===== src/rtl/snake_engine.sv =====
// Snake game core: the body is a shift array with the head at index 0. The engine steps on move
// ticks, filters direction requests, grows after apples, detects collisions and answers renderer queries.
module snake_engine #(
  parameter int GRID_W   = 40,
  parameter int GRID_H   = 30,
  parameter int XW       = 6,
  parameter int YW       = 5,
  parameter int MAX_LEN  = 64,
  parameter int LW       = 7,
  parameter int INIT_LEN = 3,
  parameter int GROW     = 3,
  parameter int START_X  = 20,
  parameter int START_Y  = 15
) (
  input  logic          clk,
  input  logic          reset,
  input  logic          start,
  input  logic          tick,
  input  logic [3:0]    dir_req,
  input  logic [XW-1:0] apple_x,
  input  logic [YW-1:0] apple_y,
  input  logic [XW-1:0] query_x,
  input  logic [YW-1:0] query_y,
  output logic          query_head,
  output logic          query_body,
  output logic          apple_eaten,
  output logic [LW-1:0] length,
  output logic          playing,
  output logic          game_over
);

  typedef enum logic [2:0] {S_IDLE, S_PLAY, S_STEP, S_CHECK, S_OVER} state_e;

  // Direction encoding is one-hot {right, down, left, up}.
  localparam logic [3:0] DIR_RIGHT = 4'b1000;
  localparam logic [3:0] DIR_DOWN  = 4'b0100;
  localparam logic [3:0] DIR_LEFT  = 4'b0010;
  localparam logic [3:0] DIR_UP    = 4'b0001;

  state_e        state_q, state_d;
  logic [3:0]    cur_dir_q, cur_dir_d;
  logic [3:0]    nxt_dir_q, nxt_dir_d;
  logic [LW-1:0] length_q, length_d;
  logic [LW-1:0] pending_q, pending_d;
  logic          query_head_q, query_head_d;
  logic          query_body_q, query_body_d;
  logic [XW-1:0] seg_x_q [MAX_LEN];
  logic [XW-1:0] seg_x_d [MAX_LEN];
  logic [YW-1:0] seg_y_q [MAX_LEN];
  logic [YW-1:0] seg_y_d [MAX_LEN];

  logic          req_onehot;
  logic          req_ok;
  logic [XW-1:0] new_x;
  logic [YW-1:0] new_y;
  logic          hit_wall;
  logic          self_hit;
  logic          apple_hit;
  logic [LW:0]   pending_sum;

  function automatic logic [3:0] opposite(input logic [3:0] d);
    return {d[1], d[0], d[3], d[2]};
  endfunction

  assign req_onehot  = (dir_req != 4'b0) && ((dir_req & (dir_req - 4'd1)) == 4'b0);
  assign req_ok      = req_onehot && (dir_req != opposite(cur_dir_q));
  assign apple_hit   = (seg_x_q[0] == apple_x) && (seg_y_q[0] == apple_y);
  assign pending_sum = {1'b0, pending_q} + (LW+1)'(GROW);

  // Wall test uses the current head so an exit is caught before the coordinate wraps.
  always_comb begin
    // NOTE: every always_comb output gets a default first so no path leaves it unassigned (no latch).
    new_x    = seg_x_q[0];
    new_y    = seg_y_q[0];
    hit_wall = 1'b0;
    case (nxt_dir_q)
      DIR_RIGHT: begin hit_wall = (seg_x_q[0] == XW'(GRID_W - 1)); new_x = seg_x_q[0] + XW'(1); end
      DIR_DOWN:  begin hit_wall = (seg_y_q[0] == YW'(GRID_H - 1)); new_y = seg_y_q[0] + YW'(1); end
      DIR_LEFT:  begin hit_wall = (seg_x_q[0] == '0);              new_x = seg_x_q[0] - XW'(1); end
      DIR_UP:    begin hit_wall = (seg_y_q[0] == '0);              new_y = seg_y_q[0] - YW'(1); end
      default:   hit_wall = 1'b0;
    endcase
  end

  always_comb begin
    self_hit     = 1'b0;
    query_body_d = 1'b0;
    for (int i = 1; i < MAX_LEN; i++) begin
      if (LW'(i) < length_q) begin
        if (seg_x_q[i] == seg_x_q[0] && seg_y_q[i] == seg_y_q[0]) self_hit = 1'b1;
        if (seg_x_q[i] == query_x && seg_y_q[i] == query_y) query_body_d = 1'b1;
      end
    end
    query_head_d = (length_q != '0) && (seg_x_q[0] == query_x) && (seg_y_q[0] == query_y);
    if (state_q == S_IDLE) begin
      query_body_d = 1'b0;
      query_head_d = 1'b0;
    end
  end

  always_comb begin
    state_d   = state_q;
    cur_dir_d = cur_dir_q;
    nxt_dir_d = nxt_dir_q;
    length_d  = length_q;
    pending_d = pending_q;
    seg_x_d   = seg_x_q;
    seg_y_d   = seg_y_q;
    case (state_q)
      S_IDLE, S_OVER: begin
        if (start) begin
          state_d   = S_PLAY;
          cur_dir_d = DIR_RIGHT;
          nxt_dir_d = DIR_RIGHT;
          length_d  = LW'(INIT_LEN);
          pending_d = '0;
          for (int i = 0; i < INIT_LEN; i++) begin
            seg_x_d[i] = XW'(START_X - i);
            seg_y_d[i] = YW'(START_Y);
          end
        end
      end
      S_PLAY: begin
        if (req_ok) nxt_dir_d = dir_req;
        if (tick) state_d = S_STEP;
      end
      S_STEP: begin
        cur_dir_d = nxt_dir_q;
        if (hit_wall) begin
          state_d = S_OVER;
        end else begin
          for (int i = 1; i < MAX_LEN; i++) begin
            seg_x_d[i] = seg_x_q[i-1];
            seg_y_d[i] = seg_y_q[i-1];
          end
          seg_x_d[0] = new_x;
          seg_y_d[0] = new_y;
          // Growing keeps the old tail: the shifted-in copy becomes the new last segment.
          if (pending_q != '0 && length_q < LW'(MAX_LEN)) begin
            length_d  = length_q + LW'(1);
            pending_d = pending_q - LW'(1);
          end
          state_d = S_CHECK;
        end
      end
      S_CHECK: begin
        if (self_hit) begin
          state_d = S_OVER;
        end else begin
          if (apple_hit)
            pending_d = (pending_sum > (LW+1)'(MAX_LEN)) ? LW'(MAX_LEN) : pending_sum[LW-1:0];
          state_d = S_PLAY;
        end
      end
      default: state_d = S_IDLE;
    endcase
  end

  always_ff @(posedge clk) begin
    // NOTE: sequential state uses non-blocking assignments so every flop samples pre-edge values.
    if (reset) begin
      state_q      <= S_IDLE;
      cur_dir_q    <= DIR_RIGHT;
      nxt_dir_q    <= DIR_RIGHT;
      length_q     <= '0;
      pending_q    <= '0;
      query_head_q <= 1'b0;
      query_body_q <= 1'b0;
    end else begin
      state_q      <= state_d;
      cur_dir_q    <= cur_dir_d;
      nxt_dir_q    <= nxt_dir_d;
      length_q     <= length_d;
      pending_q    <= pending_d;
      query_head_q <= query_head_d;
      query_body_q <= query_body_d;
    end
  end

  // NOTE: the body array has no reset; every reader is gated by length, which is reset to zero.
  always_ff @(posedge clk) begin
    seg_x_q <= seg_x_d;
    seg_y_q <= seg_y_d;
  end

  assign apple_eaten = (state_q == S_CHECK) && apple_hit && !self_hit;
  assign query_head  = query_head_q;
  assign query_body  = query_body_q;
  assign length      = length_q;
  assign playing     = (state_q == S_PLAY) || (state_q == S_STEP) || (state_q == S_CHECK);
  assign game_over   = (state_q == S_OVER);

endmodule

===== config.mk =====
export PLATFORM = sky130hd
export DESIGN_NAME = snake_engine
export DESIGN_NICKNAME = d
export VERILOG_FILES = /design/src/rtl/snake_engine.sv
export SDC_FILE = /design/constraint.sdc
export NUM_CORES = 2
export LEC_CHECK = 0
export CAP_MARGIN = 20
export CORE_ASPECT_RATIO = 1.75
export CORE_MARGIN = 2
export CORE_UTILIZATION = 40
export DETAILED_ROUTE_END_ITERATION = 8
export PLACE_DENSITY = 0.52
export SLEW_MARGIN = 20
export SYNTH_ARGS = -nofsm -noshare
export SYNTH_HDL_FRONTEND = slang
export SYNTH_SLANG_ARGS = --single-unit

===== constraint.sdc =====
create_clock -name clk -period 23.8 [get_ports clk]
set_input_delay 4.76 -clock clk [delete_from_list [all_inputs] [get_ports clk]]
set_output_delay 4.76 -clock clk [all_outputs]
set_load 0.05 [all_outputs]

# == Word level (Yosys, flattened, before mapping) ==
# Index checks and enable logic that the tools add are counted.
# op_classes
order_cmp,65
eq_ne,276
bitwise_logic,2
muxes,281
n_reduce_logical,158
add_sub_neg,8
# op_table
op,n
$eq 6x6->1,128
$eq 5x5->1,128
$mux 384,1
$mux 320,1
$mux 1,252
$lt 6x7->1 const A,32
$logic_and 1x1->1,134
$lt 5x7->1 const A,16
$mux 7,9
$lt 4x7->1 const A,8
$pmux 18 s2,1
$pmux 15 s2,1
$lt 3x7->1 const A,4
$pmux 7 s3,1
$mux 18,1
$pmux 4 s2,2
$mux 15,1
$lt 2x7->1 const A,2
$ne 2x2->1 const B,7
$pmux 7 s2,1
$reduce_bool 7->1,2
$mux 3,4
$pmux 3 s4,1
$pmux 6 s2,1
other kinds (41),52
# totals
ff_bits,731
inputBits,30
elab_cells,925

# == Logic depth before layout (Yosys ltp) ==
# depth
word_depth,130
depth_mapped,13

# == Least setup slack after synthesis ==
# OpenSTA, ideal clock, no wires.
# synth_timing
path_kind,register to register
startpoint,reg seg_x_q[379] (netlist name)
endpoint,reg state_q[0]
required_time_ps,23661
setup_ps,139
period_less_slack_ps,16186
arrival_time_ps,16047
path_slack_ps,7614
stages_incl_launch_ff,14
path_cell_list,edfxtp_1 buf_2 buf_4 buf_4 buf_4 nor4_1 and2_0 o21ai_0 and2_1 clkbuf_1 nand2_1 inv_1 nor3_1 o31ai_1
# synth_between
elab_chain_len,130
elab_cells_between_ends,258
# synth_rtl
element,line,rtl
start: declaration,47,logic [XW-1:0] seg_x_q [MAX_LEN];
start signal: assignment,182,seg_x_q <= seg_x_d;
$eq 6x6->1,90,if (seg_x_q[i] == seg_x_q[0] && seg_y_q[i] == seg_y_q[0]) self_hit = 1'b1;
$logic_and 1x1->1,90,
$mux 1,90,
$mux 1,89,if (LW'(i) < length_q) begin
$mux 1,90,
$mux 1,89,
$mux 1,90,
$mux 1,89,
[114 not listed],--,
$mux 1,90,
$mux 1,89,
$mux 1,90,
$mux 1,89,
$mux 1,90,
$mux 1,89,
$mux 3,147,if (self_hit) begin
$pmux 3 s4 (*),109,case (state_q)
end signal: assignment,170,state_q <= state_d;
end: declaration,40,"state_e state_q, state_d;"
# Mark *: on every way between the ends. The rest lies on a longest branch, timed or not.
# A chain may end at the register's enable or synchronous reset.

# == Final worst setup path ==
# layout_timing
startpoint,in apple_x[3]
endpoint,out apple_eaten
# layout_between
elab_chain_len,4
# layout_rtl
element,line,rtl
start: declaration,20,"input logic [XW-1:0] apple_x,"
$eq 6x6->1,67,assign apple_hit = (seg_x_q[0] == apple_x) && (seg_y_q[0] == apple_y);
$logic_and 1x1->1,67,
$logic_and 1x1->1 (2 in a row),186,assign apple_eaten = (state_q == S_CHECK) && apple_hit && !self_hit;
end: declaration,26,"output logic apple_eaten,"
# No other way between the ends.

==> reports/qor.txt <==
========================================================================================
Max-slew violations                                                                    0
Count of max-cap constraint violations                                                 0
Async set or reset register ratio after synthesis                                      0
Layout filler cell count                                                           9,241
Dominant combinational cell family by area after synthesis                  XOR/XNOR gates
Complex-gate fraction of the synthesized area                                     0.0287
Count of endpoints failing setup in the final report                                   0
Die X                                                                             245 um
Final layout net count                                                             3,286
All-layer global routing usage                                                     0.290
Row count                                                                            154
Mean routed wirelength per cell                                                  32.7 um
Shortest period the worst path allows                                          11,430 ps
Final WL                                                                      151,000 um
Delay of the slowest critical-path stage                                          860 ps
Pin count of the biggest net entering global routing                                 166
# port buffers                                                                        41
Layout cell share with drive strength beyond 1                                    0.0646
Critical path endpoint category                                               output pin
Combinational share of power                                                       0.210
Power per cell area                                                         79.2 nW/um^2
Critical Path RT                                                               19,040 ps
Later-pin clock latency in the skew report                                        670 ps
Chip Height                                                                       425 um
Origin of the worst setup path                                                apple_x[3]
Detailed placement HPWL                                                        99,500 um
Internal portion of total power                                                  2.42 mW
Number of clock buffers inserted by TritonCTS                                         71
Classification of the worst setup path                                      input pin to output pin
Critical Path AT                                                                 6670 ps
Origin of the worst min-delay path                                          seg_x_q[361]
Part of the Yosys area used for sequential elements                                0.535
Number of flops mapped to enable cells by yosys                                      704
Initial Utilization                                                                0.403
Status                                                                      complete, no violations
FF/Latch Area                                                                21,700 um^2
Yosys warning count                                                                    0
Depth of the CTS H-tree                                                                3
Final Hold Violating Endpoints                                                         0
Setup_tns                                                                           0 ps
RePlAce Congestion                                                                 0.902
Number of instances in the synthesized netlist                                     3,249
Worst hold path type                                                        flop to flop
Area of the multi-input gates                                                17,900 um^2
Final worst clock skew                                                           19.9 ps
Net count after synthesis                                                          3,292
Maximum number of buffers from clock root to sink                                      3
Adder-Cell Fraction of Synth Area                                                0.00438
Violation count after the first detailed-routing iteration                         2,187
Netlist area before placement                                                40,600 um^2
Ports placed on the boundary                                                          42
Portion of the clock cycle consumed by the worst path in the final layout          0.480
Synth Area per Inst                                                            12.5 um^2
Total iterations of the first detailed-routing run                                     5
Clock slew seen by the registers of the worst setup and hold paths                 60 ps
Mean number of vias per cell                                                        5.86
Vias in the first global route                                                    28,300
FMAX                                                                          0.0875 GHz
Area of the core                                                            101,000 um^2
Total vias in the final route                                                     27,100
Worst Path Max Fanout                                                                  2
Relative area change from synthesis to final layout                                9.81%
Proportion of synthesized area in mux cells                                     0.000555
Worst hold slack after final layout                                               516 ps
Residual overflow from global routing                                                  0
Switching power as a share of total power                                          0.312
Main flop type after synthesis                                              sky130_fd_sc_hd__edfxtp_1
Part of the power in the clock network                                             0.324
Post-CTS Setup Inserts                                                                 0
Initial antenna violation count                                                        5
Standby leakage power                                                            13.0 nW
Simple-gate share of the synthesized area                                         0.0969
Worst Max-Slew Pin Slew                                                          1200 ps
Crit start category                                                            input pin
R2r startpoint                                                              seg_x_q[380]
Number of resized instances in the post-cts repair step                                0
Antenna violation net count after detailed routing                                     0
Peak supply drop                                                                0.108 mV
Critical path's slowest cell                                                sky130_fd_sc_hd__clkdlybuf4s50_1
Residual DRC                                                                           0
Clock sink count                                                                     731
First-pass GRT wire length                                                    213,000 um
Number of different library cells in the post-synthesis netlist                       56
Area of the die                                                             104,000 um^2
Part of the power in registers                                                     0.466
CP dominant cell by count                                                   sky130_fd_sc_hd__clkdlybuf4s50_1
Slew HR                                                                            0.193
TritonCTS clock tree                                                                 yes
Hold-fix buffers, CTS                                                                  0
Post-synthesis xor/xnor area fraction                                              0.308
Clock root cell                                                             sky130_fd_sc_hd__clkbuf_16
Setup repair after global routing missed its margin                                false
Series of cell instances along the critical path                            clkdlybuf4s50_1, xnor2_1, nand3_1, nor4b_1, clkdlybuf4s50_1
Synth Register Bits                                                                  731
P_sw                                                                             1.10 mW
========================================================================================
-- Yosys cell counts (all sizes together), types with 4 or more instances --
master / number / area share
nand2: 58 / 0.0054
and3: 14 / 0.0022
a31oi: 18 / 0.0028
nand2b: 6 / 0.00093
nor3: 61 / 0.0075
nor4b: 4 / 0.00086
a2111oi: 9 / 0.0019
buf: 113 / 0.018
nor4: 172 / 0.027
nor2b: 5 / 0.00077
o2111ai: 7 / 0.0015
a21oi: 48 / 0.0059
o41ai: 5 / 0.0011
nor2: 46 / 0.0044
clkbuf: 87 / 0.0081
ha: 11 / 0.0034
nand4: 202 / 0.031
a41oi: 9 / 0.0019
a211oi: 8 / 0.0015
inv: 11 / 0.0010
a22oi: 4 / 0.00074
and2: 10 / 0.0015
xor2: 562 / 0.12
and4: 5 / 0.0011
a21o: 11 / 0.0020
edfxtp: 704 / 0.52
xnor2: 864 / 0.19
nor3b: 4 / 0.00074
or4: 12 / 0.0022
or2: 6 / 0.00093
dfxtp: 27 / 0.013
o21ai: 33 / 0.0041
o21a: 4 / 0.00093
nand3: 80 / 0.0099
-- power by group through the flow --
stage	registers (mW)	logic [mW]	clock network [mW]
after detailed placement	1.67	0.732	0
final	1.64	0.739	1.14
after global placement	1.67	0.725	0
after CTS	1.64	0.735	1.16
after floorplan	1.70	0.536	0
after global routing	1.65	0.789	1.21
-- state kept, by name (all words and copies together) (netlist names) --
| signal | cells |
|---|---|
| cur_dir_q | 4 |
| nxt_dir_q | 4 |
| state_q | 3 |
| query_body | 1 |
| pending_q | 7 |
| length | 7 |
| query_head | 1 |
| seg_y_q | 320 |
| seg_x_q | 384 |
-- layout by cell type, fill, tap and decap left out, types with 11 or more instances in the layout --
cell type                         synthesis  layout
sky130_fd_sc_hd__xnor2_1                864     864
sky130_fd_sc_hd__edfxtp_1               704     704
sky130_fd_sc_hd__xor2_1                 562     562
sky130_fd_sc_hd__nand4_1                202     202
sky130_fd_sc_hd__nor4_1                 172     165
sky130_fd_sc_hd__buf_4                   62      84
sky130_fd_sc_hd__nand3_1                 80      80
sky130_fd_sc_hd__clkbuf_16                0      75
sky130_fd_sc_hd__nor3_1                  61      59
sky130_fd_sc_hd__nand2_1                 58      58
sky130_fd_sc_hd__a21oi_1                 48      48
sky130_fd_sc_hd__nor2_1                  44      42
sky130_fd_sc_hd__o21ai_0                 33      33
sky130_fd_sc_hd__clkdlybuf4s50_1          0      30
sky130_fd_sc_hd__dfxtp_1                 27      27
sky130_fd_sc_hd__clkinv_1                 0      20
sky130_fd_sc_hd__a31oi_1                 18      18
sky130_fd_sc_hd__and3_1                  14      14
sky130_fd_sc_hd__clkbuf_1                87      14
sky130_fd_sc_hd__or4_1                   12      12
sky130_fd_sc_hd__a21o_1                  11      11
sky130_fd_sc_hd__ha_1                    11      11
sky130_fd_sc_hd__clkinv_2                 0      11
-- final timing paths --
| check | endpoint | slack, ps | cells after the start |
|---|---|---|---|
| worst min-delay path | seg_x_q[355] | 520 | 0 |
| worst min register to register | seg_x_q[355] | 520 | 0 |
| worst max-delay path | apple_eaten | 12370 | 5 |
| worst max register to register | seg_y_q[38] | 17250 | 10 |
-- critical path: cells and delay by family --
| family | cells | cell delay, ps |
|---|---|---|
| and+or+nand+nor | 2 | 420 |
| buffers and inverters | 2 | 1340 |
| xor gates and xnor gates | 1 | 140 |
-- area by class of cell --
cell class	instances	share of cell area
Multi-Input combinational cell	2307	0.401
Timing Repair Buffer	121	0.0239
Inverter	11	0.00110
Tap cell	1326	0.0373
Clock inverter	40	0.00655
Sequential cell	731	0.487
Clock buffer	89	0.0433
Antenna cell	1	0.0000562
-- kinds of logic (layout without fill, tap and decap cells) --
| kind of cell | after synthesis | in the layout |
|---|---|---|
| buf+inv | 211 | 261 |
| fa+ha+maj | 13 | 13 |
| flops | 731 | 731 |
| mux | 2 | 2 |
| compound gates | 177 | 177 |
| xor+xnor | 1426 | 1426 |
| other cells | 0 | 1 |
| simple gates | 689 | 689 |
-- metal layers --
| metal | track usage | vias to the layer above | share of wire | routed length, um |
|---|---|---|---|---|
| li1 | - | 11600 | - | - |
| met1 | 0.308 | 14100 | 0.35 | 53700 |
| met2 | 0.529 | 963 | 0.53 | 79600 |
| met3 | 0.0439 | 366 | 0.045 | 6870 |
| met4 | 0.188 | 8 | 0.073 | 11100 |
| met5 | 0 | - | 0.00032 | 49 |
-- per-stage QoR --
| stage | power (mW) | cell area (um^2) | setup slack (ps) | cells | util |
|---|---|---|---|---|---|
| global route | 3.65 | 44500 | 12310 | 4626 | 0.443 |
| global placement | 2.39 | 42300 | 12360 | 4494 | 0.420 |
| finish | 3.53 | 44500 | 12370 | 4626 | 0.443 |
| floorplan | 2.24 | 40600 | 7610 | 3249 | - |
| detailed placement | 2.40 | 42300 | 12380 | 4495 | 0.420 |
| CTS | 3.53 | 44500 | 12350 | 4624 | 0.443 |
Note: power is estimated with default switching activity, not from simulation.
